==> src/rtl/mul_pkg.sv <==
// rtl/mul_pkg.sv - shared types and constants for the multiplier round/pack pipeline
package mul_pkg;

  typedef enum logic [1:0] {
    RND_RNE = 2'b00,
    RND_RTZ = 2'b01,
    RND_RDN = 2'b10,
    RND_RUP = 2'b11
  } rnd_mode_e;

  typedef struct packed {
    logic nv;
    logic of;
    logic uf;
    logic nx;
  } mul_flags_t;

  // Result class carried from the round stage to the pack stage
  localparam logic [1:0] CLS_FIN  = 2'd0;
  localparam logic [1:0] CLS_ZERO = 2'd1;
  localparam logic [1:0] CLS_INF  = 2'd2;
  localparam logic [1:0] CLS_NAN  = 2'd3;

  // Canonical quiet NaN: sign 0, exponent all ones, only the mantissa MSB set
  function automatic logic [63:0] canon_nan(input int expo_w, input int mant_w);
    logic [63:0] v;
    v = '0;
    for (int i = 0; i < expo_w; i++) v[mant_w + i] = 1'b1;
    v[mant_w - 1] = 1'b1;
    return v;
  endfunction

endpackage

==> src/rtl/mul_round.sv <==
// rtl/mul_round.sv - rounding increment, carry-out and overflow/underflow select
module mul_round
  import mul_pkg::*;
#(
  parameter int EXPO_W = 8,
  parameter int MANT_W = 23
) (
  input  logic              sign,
  input  logic [EXPO_W+1:0] expo,
  input  logic [MANT_W:0]   mant,
  input  logic              guard,
  input  logic              sticky,
  input  logic [1:0]        rnd,
  output logic [EXPO_W-1:0] expo_f,
  output logic [MANT_W-1:0] frac_f,
  output logic              of,
  output logic              uf,
  output logic              nx
);

  logic              inc;
  logic              to_inf;
  logic              carry;
  logic [MANT_W-1:0] frac_inc;
  logic [EXPO_W+1:0] expo_r;
  logic              ovf;
  logic              unf;

  // Round increment and overflow direction chosen by rounding mode and sign
  always_comb begin
    inc    = 1'b0;
    to_inf = 1'b1;
    case (rnd_mode_e'(rnd))
      RND_RNE: begin inc = guard & (sticky | mant[0]); to_inf = 1'b1;  end
      RND_RTZ: begin inc = 1'b0;                       to_inf = 1'b0;  end
      RND_RDN: begin inc = sign & (guard | sticky);    to_inf = sign;  end
      default: begin inc = ~sign & (guard | sticky);   to_inf = ~sign; end
    endcase
  end

  // A carry out of the full mantissa only happens when every bit is 1; the
  // stored fraction then wraps to 0, which is exactly the 1.0 renormalization.
  assign carry    = inc & (&mant);
  assign frac_inc = mant[MANT_W-1:0] + MANT_W'(inc);
  assign expo_r   = expo + (EXPO_W+2)'(carry);

  // Exponent is signed: negative or zero flushes, all-ones or beyond overflows
  assign ovf = ~expo_r[EXPO_W+1] & (expo_r[EXPO_W:0] >= (EXPO_W+1)'((2**EXPO_W) - 1));
  assign unf = expo_r[EXPO_W+1] | (expo_r == '0);

  // Final exponent/fraction fields and exception flags for a finite operand
  always_comb begin
    of = ovf;
    uf = unf;
    nx = guard | sticky | ovf | unf;
    if (ovf) begin
      expo_f = to_inf ? {EXPO_W{1'b1}} : {{(EXPO_W-1){1'b1}}, 1'b0};
      frac_f = to_inf ? {MANT_W{1'b0}} : {MANT_W{1'b1}};
    end else if (unf) begin
      expo_f = '0;
      frac_f = '0;
    end else begin
      expo_f = expo_r[EXPO_W-1:0];
      frac_f = frac_inc;
    end
  end

endmodule

==> src/rtl/mul_pack_pipe.sv <==
// rtl/mul_pack_pipe.sv - two-stage round/pack pipeline with valid/ready handshake
module mul_pack_pipe
  import mul_pkg::*;
#(
  parameter int SIGN_W = 1,
  parameter int EXPO_W = 8,
  parameter int MANT_W = 23
) (
  input  logic                             clk,
  input  logic                             rst,
  input  logic                             in_valid,
  output logic                             in_ready,
  input  logic                             r_sign,
  input  logic [EXPO_W+1:0]                r_expo,
  input  logic [MANT_W:0]                  r_mant,
  input  logic                             r_guard,
  input  logic                             r_sticky,
  input  logic [1:0]                       rnd,
  input  logic                             r_isnan,
  input  logic                             is_inf_nan,
  input  logic                             r_is0nan,
  input  logic                             status_nv,
  output logic                             out_valid,
  input  logic                             out_ready,
  output logic [SIGN_W+EXPO_W+MANT_W-1:0]  result,
  output logic                             flag_nv,
  output logic                             flag_of,
  output logic                             flag_uf,
  output logic                             flag_nx
);

  localparam int RES_W = SIGN_W + EXPO_W + MANT_W;
  localparam logic [RES_W-1:0] QNAN = RES_W'(canon_nan(EXPO_W, MANT_W));

  logic              s1_valid, s2_valid, s1_adv, accept;
  logic              s1_sign;
  logic [1:0]        s1_cls;
  logic [EXPO_W-1:0] s1_expo;
  logic [MANT_W-1:0] s1_frac;
  mul_flags_t        s1_flags;
  mul_flags_t        s2_flags;
  logic [RES_W-1:0]  pack;

  logic [EXPO_W-1:0] rd_expo;
  logic [MANT_W-1:0] rd_frac;
  logic              rd_of, rd_uf, rd_nx;
  logic [1:0]        in_cls;
  mul_flags_t        in_flags;

  // S1 moves on whenever S2 is free or being drained; reset blocks intake
  assign s1_adv    = ~s2_valid | out_ready;
  assign in_ready  = ~rst & (~s1_valid | s1_adv);
  assign accept    = in_valid & in_ready;
  assign out_valid = s2_valid;

  mul_round #(.EXPO_W(EXPO_W), .MANT_W(MANT_W)) u_round (
    .sign   (r_sign),
    .expo   (r_expo),
    .mant   (r_mant),
    .guard  (r_guard),
    .sticky (r_sticky),
    .rnd    (rnd),
    .expo_f (rd_expo),
    .frac_f (rd_frac),
    .of     (rd_of),
    .uf     (rd_uf),
    .nx     (rd_nx)
  );

  // Special-case class by priority, and flags that only finite results raise
  always_comb begin
    if (r_isnan)         in_cls = CLS_NAN;
    else if (is_inf_nan) in_cls = CLS_INF;
    else if (r_is0nan)   in_cls = CLS_ZERO;
    else                 in_cls = CLS_FIN;
    in_flags.nv = status_nv;
    in_flags.of = (in_cls == CLS_FIN) & rd_of;
    in_flags.uf = (in_cls == CLS_FIN) & rd_uf;
    in_flags.nx = (in_cls == CLS_FIN) & rd_nx;
  end

  // S1: capture the rounded fields when a transaction is accepted
  always_ff @(posedge clk or posedge rst) begin
    if (rst) begin
      s1_valid <= 1'b0;
      s1_sign  <= 1'b0;
      s1_cls   <= CLS_FIN;
      s1_expo  <= '0;
      s1_frac  <= '0;
      s1_flags <= '0;
    end else begin
      if (in_ready) s1_valid <= in_valid;
      if (accept) begin
        s1_sign  <= r_sign;
        s1_cls   <= in_cls;
        s1_expo  <= rd_expo;
        s1_frac  <= rd_frac;
        s1_flags <= in_flags;
      end
    end
  end

  // Pack the S1 fields into the IEEE word according to class
  always_comb begin
    case (s1_cls)
      CLS_NAN:  pack = QNAN;
      CLS_INF:  pack = {SIGN_W'(s1_sign), {EXPO_W{1'b1}}, {MANT_W{1'b0}}};
      CLS_ZERO: pack = {SIGN_W'(s1_sign), {EXPO_W{1'b0}}, {MANT_W{1'b0}}};
      default:  pack = {SIGN_W'(s1_sign), s1_expo, s1_frac};
    endcase
  end

  // S2: output register, held while the consumer stalls
  always_ff @(posedge clk or posedge rst) begin
    if (rst) begin
      s2_valid <= 1'b0;
      result   <= '0;
      s2_flags <= '0;
    end else if (s1_adv) begin
      s2_valid <= s1_valid;
      if (s1_valid) begin
        result   <= pack;
        s2_flags <= s1_flags;
      end
    end
  end

  assign flag_nv = s2_flags.nv;
  assign flag_of = s2_flags.of;
  assign flag_uf = s2_flags.uf;
  assign flag_nx = s2_flags.nx;

endmodule
==> config.mk <==
export PLATFORM = sky130hd
export DESIGN_NAME = mul_pack_pipe
export DESIGN_NICKNAME = d
export VERILOG_FILES = /design/src/rtl/mul_pkg.sv /design/src/rtl/mul_round.sv /design/src/rtl/mul_pack_pipe.sv
export SDC_FILE = /design/constraint.sdc
export NUM_CORES = 1
export LEC_CHECK = 0
export BUFFER_PORTS_ARGS = -buffer_cell sky130_fd_sc_hd__clkbuf_2
export CAP_MARGIN = 0
export CORE_ASPECT_RATIO = 2
export CORE_MARGIN = 2
export CORE_UTILIZATION = 59
export DETAILED_ROUTE_END_ITERATION = 16
export PLACE_DENSITY = 0.84
export SLEW_MARGIN = 5
export SYNTH_ARGS = -nofsm -noshare
export SYNTH_HDL_FRONTEND = slang
export SYNTH_HIERARCHICAL = 1
export SYNTH_SLANG_ARGS = --single-unit
export TNS_END_PERCENT = 100
==> constraint.sdc <==
create_clock -name clk -period 5.1 [get_ports clk]
set_input_delay 0.51 -clock clk [delete_from_list [all_inputs] [get_ports clk]]
set_output_delay 0.51 -clock clk [all_outputs]
set_load 0.02 [all_outputs]
==> results of run 1 <==
registers in the layout, summed over array words and instances, names as in the netlist:
register,count
s1_sign,1
s1_cls,2
flag_nx,1
flag_uf,1
s1_frac,23
out_valid,1
s1_expo,8
s1_valid,1
flag_nv,1
s1_flags,4
flag_of,1
result,32
routing by layer:
layer	global-route usage (%)	up-vias	wire [um]
met5	0	-	0
met4	14.8	0	501
met3	4.50	46	598
met2	46.9	144	5600
met1	30.0	1689	3760
li1	-	1619	-
cells in the final DEF (no fill, tap or decap), types with 8 or more instances in the layout:
| master | count |
|---|---|
| nand4_1 | 28 |
| a21oi_1 | 29 |
| o21ai_1 | 22 |
| nor3_1 | 9 |
| nand3_1 | 14 |
| xnor2_1 | 10 |
| nand2_1 | 18 |
| mux2_2 | 18 |
| a21oi_2 | 8 |
| xor2_1 | 19 |
| clkbuf_16 | 9 |
| inv_1 | 30 |
| o21ai_2 | 20 |
| nor2_1 | 14 |
| clkbuf_2 | 84 |
| dfrtp_1 | 76 |
| mux2_4 | 19 |
kinds of logic (layout without fill, tap and decap cells):
family	count (synthesis)	in the layout	synth area share, %
AOI/OAI and AO/OA	96	96	14.3
xor gates and xnor gates	29	29	5.83
adders and majority gates	5	5	1.44
buffers and inverters	59	138	7.50
DFF	76	76	43.7
muxes	43	43	12.6
and+or+nand+nor	111	111	14.6
power groups by stage:
stage                     Sequential, W  Combinational, W  Clock, W
after floorplan                0.000810          0.000264         0
after global placement         0.000770          0.000412         0
after detailed placement       0.000776          0.000422         0
after CTS                      0.000766          0.000425  0.000652
after global routing           0.000776          0.000458  0.000681
final                          0.000767          0.000424  0.000644
synth_stat cells (13+ instances only):
master and number:
dfrtp_1 76, inv_1 31, a21oi_1 29, nand4_1 28, o21ai_1 22, o21ai_2 20
mux2_4 19, xor2_1 19, mux2_2 18, nand2_1 18, nand3_1 14, nor2_1 14
buf_6 13
through the flow:
stage	hold slack (ns)	area, sq um
after floorplan	0.467	4350
after global placement	0.479	4730
after detailed placement	0.495	4730
after CTS	0.204	5030
after global routing	0.221	5030
final	0.198	5030
how the worst max path moves through the flow:
stage	from	to	depth (start not counted)
2_1_floorplan	rnd[1]	s1_frac[0]	16
3_3_place_gp	rnd[1]	s1_frac[9]	17
3_5_place_dp	rnd[1]	s1_frac[8]	17
4_1_cts	rnd[1]	s1_frac[12]	17
5_1_grt	rnd[1]	s1_frac[8]	17
6_report	rnd[1]	s1_frac[12]	17
worst max-delay path, cell delays in order:
cell and delay [ns]:
clkbuf_2 0.12, nor2b_1 0.13, ha_1 0.27, nor2_1 0.10, a22o_1 0.16, nand3_1 0.13
nor3_1 0.18, ha_1 0.26, ha_1 0.33, and2_1 0.19, a21oi_1 0.07, o32a_1 0.28
a2111o_1 0.43, nand3b_2 0.36, buf_4 0.31, o21ai_2 0.09, mux2_4 0.28
cell type report:
type                       instances  area, sq um
fill                             548         2180
multi-input combinational        284         2130
sequential                        76         1900
timing repair buffer              90          465
clock buffer                      11          243
inverter                          32          120
tap                               92          115
clock inverter                     5         60.1
==> metrics.csv, run 1 <==
stage;metric;value;unit
floorplanning;fp.coreArea;7210;sq um
global_routing;antenna_found_initial;0;
pwr;clkPwrFrac;35.1;%
final_layout;areaGrowthSynthToFinish;15.5;%
global_routing;grt_overflow;0;
hold_path;hold_class;input port to asynchronous set/reset pin;
worst_setup_path;r2r_cells;3;
logic_synthesis;syn_nets;471;
pwr;combPwrFrac;23.1;%
floorplanning;die_y;125;um
timing;slew_viol_final;0;
logic_synthesis;avgSynthCellArea;10.4;sq um
cts;clockBufferDepth;2;
logic_synthesis;async_flop_share;100;%
global_routing;grt_max_degree;59;
logic_synthesis;ys.flop_type;dfrtp_1;
worst_setup_path;worst-path-max-fanout;14;
worst_setup_path;reg2reg_from;out_valid;
timing;finalSetupViolCount;0;
route;drt-total-wl;10500;um
logic_synthesis;syn_area;4350;sq um
route;vias;3498;
route;ant_nets;0;
timing;fmax;250;MHz
floorplanning;pin_count;85;
cts;cts_resized;0;
logic_synthesis;synth_top_cells_by_area;dfrtp_1, mux2_4, mux2_2;
pwr;swShare;30.9;%
cts;cts_tree;built;
pwr;ir_worst_vdd;0.000255;V
timing;setup-tns-final;0;ns
worst_setup_path;worstSetupPathType;input port to flip-flop;
timing;hold_violations;0;
timing;clock_skew;0.00661;ns
timing;fin_ws;1.11;ns
timing;layout_worst_path_cycle_share;78.3;%
logic_synthesis;synth-edff-count;0;
final_layout;drive_above_1_share;36.5;%
logic_synthesis;synthCells;419;
logic_synthesis;synth_cell_types;51;
route;drc;0;
cts;cts.clk_slew.worst_paths;0.06;ns
worst_setup_path;worstPathArrival;4.21;ns
pwr;powerDensity;365;nW/um^2
route;viasPerCell;5.93;
final_layout;fin_nets;545;
logic_synthesis;seq_area_frac_synth;43.7;%
pwr;p_switching;0.000566;W
placed_design;io_buffers;84;
cts;hold_buffers;0;
cts;clkSinkCount;76;
cts;insertion_delay;0.34;ns
logic_synthesis;synth_top_area_share;43.7;%
cts;htreeDepth;3;
pwr;p_leak;2.33;nW
logic_synthesis;yosys_warnings;6;
timing;fin_crit;3.99;ns
floorplanning;die_area;8120;sq um
route;dr.pass1.iters;5;
timing;slew_headroom;27.3;%
timing;worstMarginPinSlew;1.09;ns
worst_setup_path;setup.worst_path.start_class;input port;
logic_synthesis;yosys.area.top_type;dfrtp_1;
cts;cts_made_buffers;9;
worst_setup_path;regToRegSetupSlack;3.23;ns
route;routedWlPerCell;17.7;um
worst_setup_path;r2r_end;s1_flags[3];
placed_design;gp_congestion;0.974;
run;cap_violations;0;
global_routing;track_usage;26.8;%
final_layout;diodes;0;
floorplanning;die_x;64.7;um
pwr;power.total;0.00183;W
route;drt_iter0_drc;306;
worst_setup_path;crit_required;5.32;ns
floorplanning;num_rows;44;
placed_design;pre_cts_ws;0.816;ns
final_layout;finalNonFillerCells;590;
pwr;p_seq_share;41.8;%
pwr;power.internal;0.00127;W
logic_synthesis;ys_ff_latch;76;
final_layout;fin_util;69.8;%
outcome;status;finished clean;
timing;rsz0062_at_grt;false;
cts;post_cts.repair.setup_buffers;0;
cts;root_buffer;clkbuf_16;
placed_design;dp_hpwl;7520;um
floorplanning;start_util;60.4;%
worst_setup_path;end_kind;flip-flop;
global_routing;grt_pass1_vias;3508;
placed_design;dp_cells;574;
global_routing;grt_pass1_wl;16800;um
Note: power is estimated with default switching activity, not from simulation.
==> run 2, diff against run 1 <==
--- a/config.mk
+++ b/config.mk
@@ -5,13 +5,14 @@
 export SDC_FILE = /design/constraint.sdc
 export NUM_CORES = 1
 export LEC_CHECK = 0
+export ABC_AREA = 1
 export BUFFER_PORTS_ARGS = -buffer_cell sky130_fd_sc_hd__clkbuf_2
 export CAP_MARGIN = 0
 export CORE_ASPECT_RATIO = 2
 export CORE_MARGIN = 2
-export CORE_UTILIZATION = 59
+export CORE_UTILIZATION = 56
 export DETAILED_ROUTE_END_ITERATION = 16
-export PLACE_DENSITY = 0.84
+export PLACE_DENSITY = 0.8
 export SLEW_MARGIN = 5
 export SYNTH_ARGS = -nofsm -noshare
 export SYNTH_HDL_FRONTEND = slang
==> constraint.sdc (replaced) <==
create_clock -name clk -period 4.05 [get_ports clk]
set_input_delay 0.405 -clock clk [delete_from_list [all_inputs] [get_ports clk]]
set_output_delay 0.405 -clock clk [all_outputs]
set_load 0.02 [all_outputs]
==> metrics.csv, run 2 <==
stage;metric;value;unit;change
logic_synthesis;post-synth-top-count-cell;nand2_1;;
timing;setup-tns-final;0;ns;unchanged
cts;root_buffer;clkbuf_16;;
timing;fmax;311;MHz;
final_layout;areaGrowthSynthToFinish;15.6;%;about the same
cts;clkSinkCount;76;;unchanged
logic_synthesis;syn_area;4570;sq um;+4.9%
global_routing;busiest_layer;met2;;
route;dr.pass1.iters;4;;-1
global_routing;grt_overflow;0;;unchanged
logic_synthesis;ys_ff_latch;76;;unchanged
cts;htreeDepth;3;;unchanged
pwr;p_switching;0.000747;W;+32%
timing;slew_viol_final;0;;unchanged
logic_synthesis;synth_cell_types;35;;-31%
placed_design;io_buffers;84;;unchanged
global_routing;use_met2;41.8;%;-5.1 points
route;viasPerCell;5.10;;-14%
floorplanning;pin_count;85;;unchanged
global_routing;grt_max_degree;77;;+31%
global_routing;grt_pass1_wl;16800;um;-0.25%
logic_synthesis;syn_nets;650;;+38%
placed_design;pre_cts_ws;0.492;ns;-0.324 ns
timing;clock_skew;0.00416;ns;-0.00245 ns
worst_setup_path;worstSetupPathType;input port to flip-flop;;
worst_setup_path;path_buf_inv;3;;+1
floorplanning;die_y;132;um;+5.0%
final_layout;largest_reg_flops;32;;unchanged
global_routing;use_met1;28.2;%;-1.8 points
timing;slew_headroom;28.6;%;+1.3 points
floorplanning;num_rows;46;;+4.5%
worst_setup_path;setup.worst_path.start_class;input port;;
timing;fin_ws;0.840;ns;-0.267 ns
cts;clockBufferDepth;2;;unchanged
logic_synthesis;ys.flop_type;dfrtp_1;;
pwr;power.internal;0.00172;W;+36%
pwr;swShare;30.3;%;-0.61 points
worst_setup_path;worst-path-max-fanout;23;;+9
final_layout;max_flop_register;result;;
worst_setup_path;worstPathArrival;3.44;ns;-0.77 ns
logic_synthesis;synth_top_area_share;41.6;%;-2.1 points
route;vias;3931;;+12%
timing;worstMarginPinSlew;1.07;ns;-0.0202 ns
logic_synthesis;synth_top_cells_by_area;dfrtp_1, nand2_1, inv_1;;
pwr;power.total;0.00247;W;+35%
final_layout;diodes;0;;unchanged
route;routedWlPerCell;12.8;um;-28%
worst_setup_path;r2r_cells;5;;+2
cts;post_cts.repair.setup_buffers;0;;unchanged
floorplanning;die_x;67.9;um;+4.8%
run;cap_violations;0;;unchanged
worst_setup_path;path_delay_family;simple AND/OR/NAND/NOR gates;;
floorplanning;fp.coreArea;7940;sq um;+10%
hold_path;hold_class;input port to flip-flop;;
final_layout;layout_common_cells;nand2_1, clkbuf_2, dfrtp_1;;
hold_path;min_path_cells;3;;
route;ant_nets;0;;unchanged
cts;insertion_delay;0.33;ns;about the same
outcome;status;finished clean;;
timing;rsz0062_at_grt;false;;
worst_setup_path;end_kind;flip-flop;;
global_routing;grt_pass1_vias;3832;;+9.2%
cts;cts.clk_slew.worst_paths;0.05;ns;about the same
pwr;p_seq_share;40.0;%;-1.8 points
pwr;p_leak;2.73;nW;+17%
final_layout;drive_above_1_share;23.7;%;-13 points
global_routing;antenna_found_initial;0;;unchanged
logic_synthesis;async_flop_share;100;%;unchanged
timing;layout_worst_path_cycle_share;79.3;%;
timing;hold_violations;0;;unchanged
logic_synthesis;seq_area_frac_synth;41.6;%;-2.1 points
final_layout;fin_nets;722;;+32%
pwr;combPwrFrac;22.8;%;-0.3 points
logic_synthesis;synth_top_cells_by_count;nand2_1, dfrtp_1, inv_1;;
logic_synthesis;synthCells;598;;+43%
final_layout;finalNonFillerCells;771;;+31%
logic_synthesis;avgSynthCellArea;7.64;sq um;-26%
placed_design;dp_cells;755;;+32%
timing;fin_crit;3.21;ns;
placed_design;gp_congestion;0.944;;-3.1%
route;drt-total-wl;9860;um;-5.7%
worst_setup_path;crit_slowest_cell;nor4b_1;;
logic_synthesis;synth-edff-count;0;;unchanged
final_layout;final_common_cell;nand2_1;;
cts;cts_resized;0;;unchanged
pwr;powerDensity;468;nW/um^2;+28%
worst_setup_path;worstPathCellList;clkbuf_2, inv_1, nor2_1, ha_1, o31ai_1, nor4b_1, ha_1, ha_1, nand3_1, o21bai_1, nand2_1, nor2_1, nand2_2, nand2_4, nand3_2, nand2_1, inv_1, o21ai_2;;
global_routing;grt_use_met3;3.76;%;-0.74 points
worst_setup_path;slowest_delay;0.31;ns;-0.12 ns
final_layout;largest_registers;result x32, s1_frac x23, s1_expo x8;;
cts;cts_made_buffers;9;;unchanged
pwr;ir_worst_vdd;0.000259;V;+1.5%
cts;cts_tree;built;;
worst_setup_path;crit_required;4.28;ns;-1.04 ns
cts;hold_buffers;0;;unchanged
timing;holdWs;0.299;ns;+0.101 ns
global_routing;track_usage;24.0;%;-2.8 points
route;drc;0;;unchanged
pwr;clkPwrFrac;37.2;%;+2.1 points
floorplanning;die_area;8940;sq um;+10%
timing;finalSetupViolCount;0;;unchanged
logic_synthesis;yosys.area.top_type;dfrtp_1;;
route;drt_iter0_drc;288;;-5.9%
worst_setup_path;crit_cells;18;;+1
logic_synthesis;yosys_warnings;6;;unchanged
floorplanning;start_util;57.5;%;-2.8 points
placed_design;dp_hpwl;7320;um;-2.7%
worst_setup_path;crit_top_cell;ha_1;;
run 2: final timing paths:
kind                                    end  slack [ns]   startpoint
worst max-delay path            s1_frac[11]        0.84       rnd[1]
worst min register to register      flag_of        0.47  s1_flags[2]
worst max register to register   s1_expo[3]        1.96     s1_valid
min in group asynchronous         result[5]        0.42          rst
worst min-delay path            s1_flags[3]        0.30    status_nv
max in group asynchronous        result[29]        3.06          rst
run 2: per-stage QoR:
step	utilization, %	instance area (sq um)
after CTS	66.5	5280
after floorplan	-	4570
final	66.5	5280
after detailed placement	62.1	4930
after global routing	66.5	5280
after global placement	62.1	4930
run 2: per-layer routing:
| layer | up-vias | wire, um |
|---|---|---|
| met5 | - | 0 |
| met4 | 0 | 222 |
| met3 | 19 | 324 |
| met2 | 90 | 5390 |
| met1 | 1781 | 3930 |
| li1 | 2041 | - |
run 2: power by group through the flow:
| stage | registers, W | logic, W | clock network (W) |
|---|---|---|---|
| 5_1_grt | 0.00100 | 0.000634 | 0.000963 |
| 2_1_floorplan | 0.00108 | 0.000313 | 0 |
| 6_report | 0.000987 | 0.000564 | 0.000919 |
| 4_1_cts | 0.000986 | 0.000572 | 0.000929 |
| 3_5_place_dp | 0.000996 | 0.000565 | 0 |
| 3_3_place_gp | 0.000991 | 0.000547 | 0 |
run 2: layout make-up:
| cell class | instances | area, sq um |
|---|---|---|
| fill | 701 | 2660 |
| clock inverter | 4 | 95.1 |
| timing repair buffer | 87 | 443 |
| clock buffer | 12 | 256 |
| inverter | 73 | 274 |
| multi-input combinational | 423 | 2190 |
| sequential | 76 | 1900 |
| tap | 96 | 120 |
run 2: cell families (layout without fill, tap and decap cells):
family | Yosys count | count (layout) | share of synthesized area [%]
fa+ha+maj | 5 | 5 | 1.37
mux | 1 | 1 | 0.246
buf+inv | 99 | 176 | 10.5
xor+xnor | 16 | 16 | 3.07
simple gates | 306 | 306 | 31.5
compound gates | 95 | 95 | 11.7
flops | 76 | 76 | 41.6
run 2: tightest hold or removal path: stages:
cell and delay (ns):
clkbuf_2 0.08, inv_1 0.04, o21ai_1 0.06
==> run 3, diff against run 2 <==
--- a/config.mk
+++ b/config.mk
@@ -5,14 +5,14 @@
 export SDC_FILE = /design/constraint.sdc
 export NUM_CORES = 1
 export LEC_CHECK = 0
-export ABC_AREA = 1
+export ABC_AREA = 0
 export BUFFER_PORTS_ARGS = -buffer_cell sky130_fd_sc_hd__clkbuf_2
 export CAP_MARGIN = 0
 export CORE_ASPECT_RATIO = 2
 export CORE_MARGIN = 2
 export CORE_UTILIZATION = 56
 export DETAILED_ROUTE_END_ITERATION = 16
-export PLACE_DENSITY = 0.8
+export PLACE_DENSITY = 0.81
 export SLEW_MARGIN = 5
 export SYNTH_ARGS = -nofsm -noshare
 export SYNTH_HDL_FRONTEND = slang
==> constraint.sdc (replaced) <==
create_clock -name clk -period 2.96 [get_ports clk]
set_input_delay 0.296 -clock clk [delete_from_list [all_inputs] [get_ports clk]]
set_output_delay 0.296 -clock clk [all_outputs]
set_load 0.02 [all_outputs]
==> metrics.csv, run 3 (synthesis results as in run 1) <==
stage;metric;value;unit;change
final_layout;areaGrowthSynthToFinish;28.3;%;
worst_setup_path;setup.worst_path.start_class;input port;;
timing;fmax;337;MHz;
cts;insertion_delay;0.33;ns;about the same
floorplanning;die_y;129;um;-2.3%
outcome;status;complete, but fails checks;;
timing;clock_skew;0.00506;ns;+0.000896 ns
route;drc;0;;unchanged
route;dr.pass1.iters;5;;+1
route;routedWlPerCell;18.1;um;+41%
global_routing;grt_overflow;0;;unchanged
global_routing;use_met1;28.4;%;+0.19 points
timing;slew_viol_final;0;;unchanged
final_layout;stdcell_area;5590;sq um;+5.8%
timing;setup-tns-final;-0.00986;ns;-0.00986 ns
placed_design;dp_hpwl;7870;um;+7.5%
final_layout;largest_reg_flops;32;;unchanged
cts;cts_tree;built;;
worst_setup_path;crit_slowest_cell;or3_4;;
worst_setup_path;crit_end;s1_frac[17];;
route;drt-total-wl;11500;um;+16%
final_layout;max_flop_register;result;;
final_layout;drive_above_1_share;44.4;%;+21 points
placed_design;io_buffers;84;;unchanged
timing;rsz0062_at_grt;true;;
worst_setup_path;worst-path-max-fanout;7;;-70%
worst_setup_path;startpoint;rnd[1];;
worst_setup_path;crit_required;3.23;ns;-1.05 ns
hold_path;hold_class;input port to asynchronous set/reset pin;;
route;viasPerCell;5.85;;+15%
final_layout;fin_nets;589;;-18%
worst_setup_path;path_delay_family;simple AND/OR/NAND/NOR gates;;
worst_setup_path;crit_cells;18;;unchanged
timing;worstMarginPinSlew;0.737;ns;-0.330 ns
cts;root_buffer;clkbuf_16;;
worst_setup_path;regToRegSetupSlack;1.11;ns;-0.85 ns
global_routing;antenna_found_initial;0;;unchanged
worst_setup_path;r2r_cells;4;;-1
timing;layout_worst_path_cycle_share;100;%;
route;ant_nets;0;;unchanged
floorplanning;fp.coreArea;7540;sq um;-5.0%
global_routing;grt_pass1_wl;17200;um;+2.6%
global_routing;grt_pass1_vias;3713;;-3.1%
global_routing;grt_use_met3;4.20;%;+0.44 points
global_routing;track_usage;26.8;%;+2.8 points
timing;slew_headroom;50.8;%;+22 points
final_layout;layout_common_cells;clkbuf_2, dfrtp_1, buf_4;;
pwr;p_leak;2.62;nW;-4.2%
timing;finalSetupViolCount;1;;+1
pwr;ir_worst_vdd;0.000392;V;+52%
global_routing;use_met2;49.1;%;+7.3 points
floorplanning;pin_count;85;;unchanged
global_routing;busiest_layer;met2;;
cts;cts.clk_slew.worst_paths;0.06;ns;about the same
cts;htreeDepth;3;;unchanged
global_routing;grt_max_degree;43;;-44%
floorplanning;die_area;8540;sq um;-4.5%
pwr;powerDensity;588;nW/um^2;+26%
floorplanning;die_x;66.4;um;-2.2%
run;cap_violations;0;;unchanged
pwr;power.total;0.00328;W;+33%
worst_setup_path;slowest_delay;0.44;ns;+0.13 ns
worst_setup_path;worstPathCellList;buf_6, nor2b_4, ha_4, nor2_2, a22o_1, nand3_2, nor3_2, ha_2, ha_4, buf_6, or2b_1, o21ai_2, a21oi_2, o21a_2, or3_4, buf_12, o21ai_2, mux2_2;;
cts;clockBufferDepth;2;;unchanged
final_layout;final_common_cell;clkbuf_2;;
floorplanning;num_rows;45;;-2.2%
final_layout;largest_registers;result x32, s1_frac x23, s1_expo x8;;
worst_setup_path;worstSetupPathType;input port to flip-flop;;
worst_setup_path;reg2reg_from;out_valid;;
worst_setup_path;r2r_end;flag_nx;;
cts;cts_made_buffers;9;;unchanged
placed_design;dpl-instance-area;5090;sq um;+3.4%
cts;hold_buffers;0;;unchanged
final_layout;multi_input_area;2230;sq um;+1.8%
outcome;violations;negative setup slack;;
timing;fin_crit;2.97;ns;
cts;clkSinkCount;76;;unchanged
route;drt_iter0_drc;265;;-8.0%
timing;fin_ws;-0.00986;ns;-0.849 ns
floorplanning;start_util;57.7;%;+0.18 points
final_layout;diodes;0;;unchanged
worst_setup_path;end_kind;flip-flop;;
placed_design;gp_congestion;0.946;;+0.25%
timing;hold_violations;0;;unchanged
worst_setup_path;path_buf_inv;3;;unchanged
worst_setup_path;worstPathArrival;3.24;ns;-0.20 ns
route;vias;3717;;-5.4%
final_layout;final-seq-area;1900;sq um;unchanged
final_layout;fillers;553;;-21%
-- run 3: changes by cell type in the layout (fill, tap and decap cells not counted), sizes merged, moves of 23 or more --
| cell | previous run | this run |
|---|---|---|
| a21oi | 9 | 37 |
| buf | 3 | 50 |
| inv | 73 | 31 |
| mux2 | 1 | 37 |
| nand2 | 205 | 19 |
| nand3 | 44 | 15 |
| nand4 | 6 | 29 |
| nor2 | 41 | 16 |
| o21ai | 81 | 48 |
-- run 3: worst min path at each step --
stage                 end
6_report        result[0]
5_1_grt         s1_cls[1]
4_1_cts         s1_cls[1]
3_5_place_dp   s1_expo[3]
3_3_place_gp     s1_valid
2_1_floorplan   s1_cls[1]
-- run 3: power breakdown --
group | switching, W | total (W) | internal, W
logic | 0.000449 | 0.000791 | 0.000342
clock network | 0.000410 | 0.00117 | 0.000756
registers | 0.000118 | 0.00133 | 0.00121
total | 0.000977 | 0.00328 | 0.00231
-- run 3: stage by stage --
stage,worst slack [ns],instances,hold WS [ns],utilization (%)
global placement,-0.266,613,0.486,67.5
floorplan,-0.0822,419,0.393,-
global route,-0.105,635,0.167,74.0
finish,-0.00986,635,0.114,74.0
detailed placement,-0.396,613,0.494,67.5
CTS,0.00391,629,0.144,71.9
-- run 3: cell type report --
type | count | area share (%)
Tap cell | 94 | 2.11
Timing Repair Buffer | 134 | 16.1
Clock buffer | 11 | 4.34
Multi-Input combinational cell | 284 | 39.9
Clock inverter | 4 | 1.32
Inverter | 32 | 2.15
Sequential cell | 76 | 34.0
-- run 3: repair_timing --
| item | 4_1_cts | 5_1_grt |
|---|---|---|
| pin swaps | 2 | 8 |
| resized for setup | 2 | 17 |
| setup buffers | 1 | 4 |
| hold endpoints to repair | 0 | 0 |
| cloned | 0 | 2 |
| endpoints found under the setup margin | 20 | 25 |
-- run 3: worst register-to-register path: stages (launching register included) --
cell and delay, ns:
dfrtp_1 0.42, nand2b_1 0.09, buf_4 0.32, and2_4 0.54, mux2_4 0.37
-- run 3: layer usage --
layer  wire length (um)  vias up
met5                  0        -
met4                517        0
met3                464       39
met2               6500      149
met1               3980     1821
li1                   -     1708
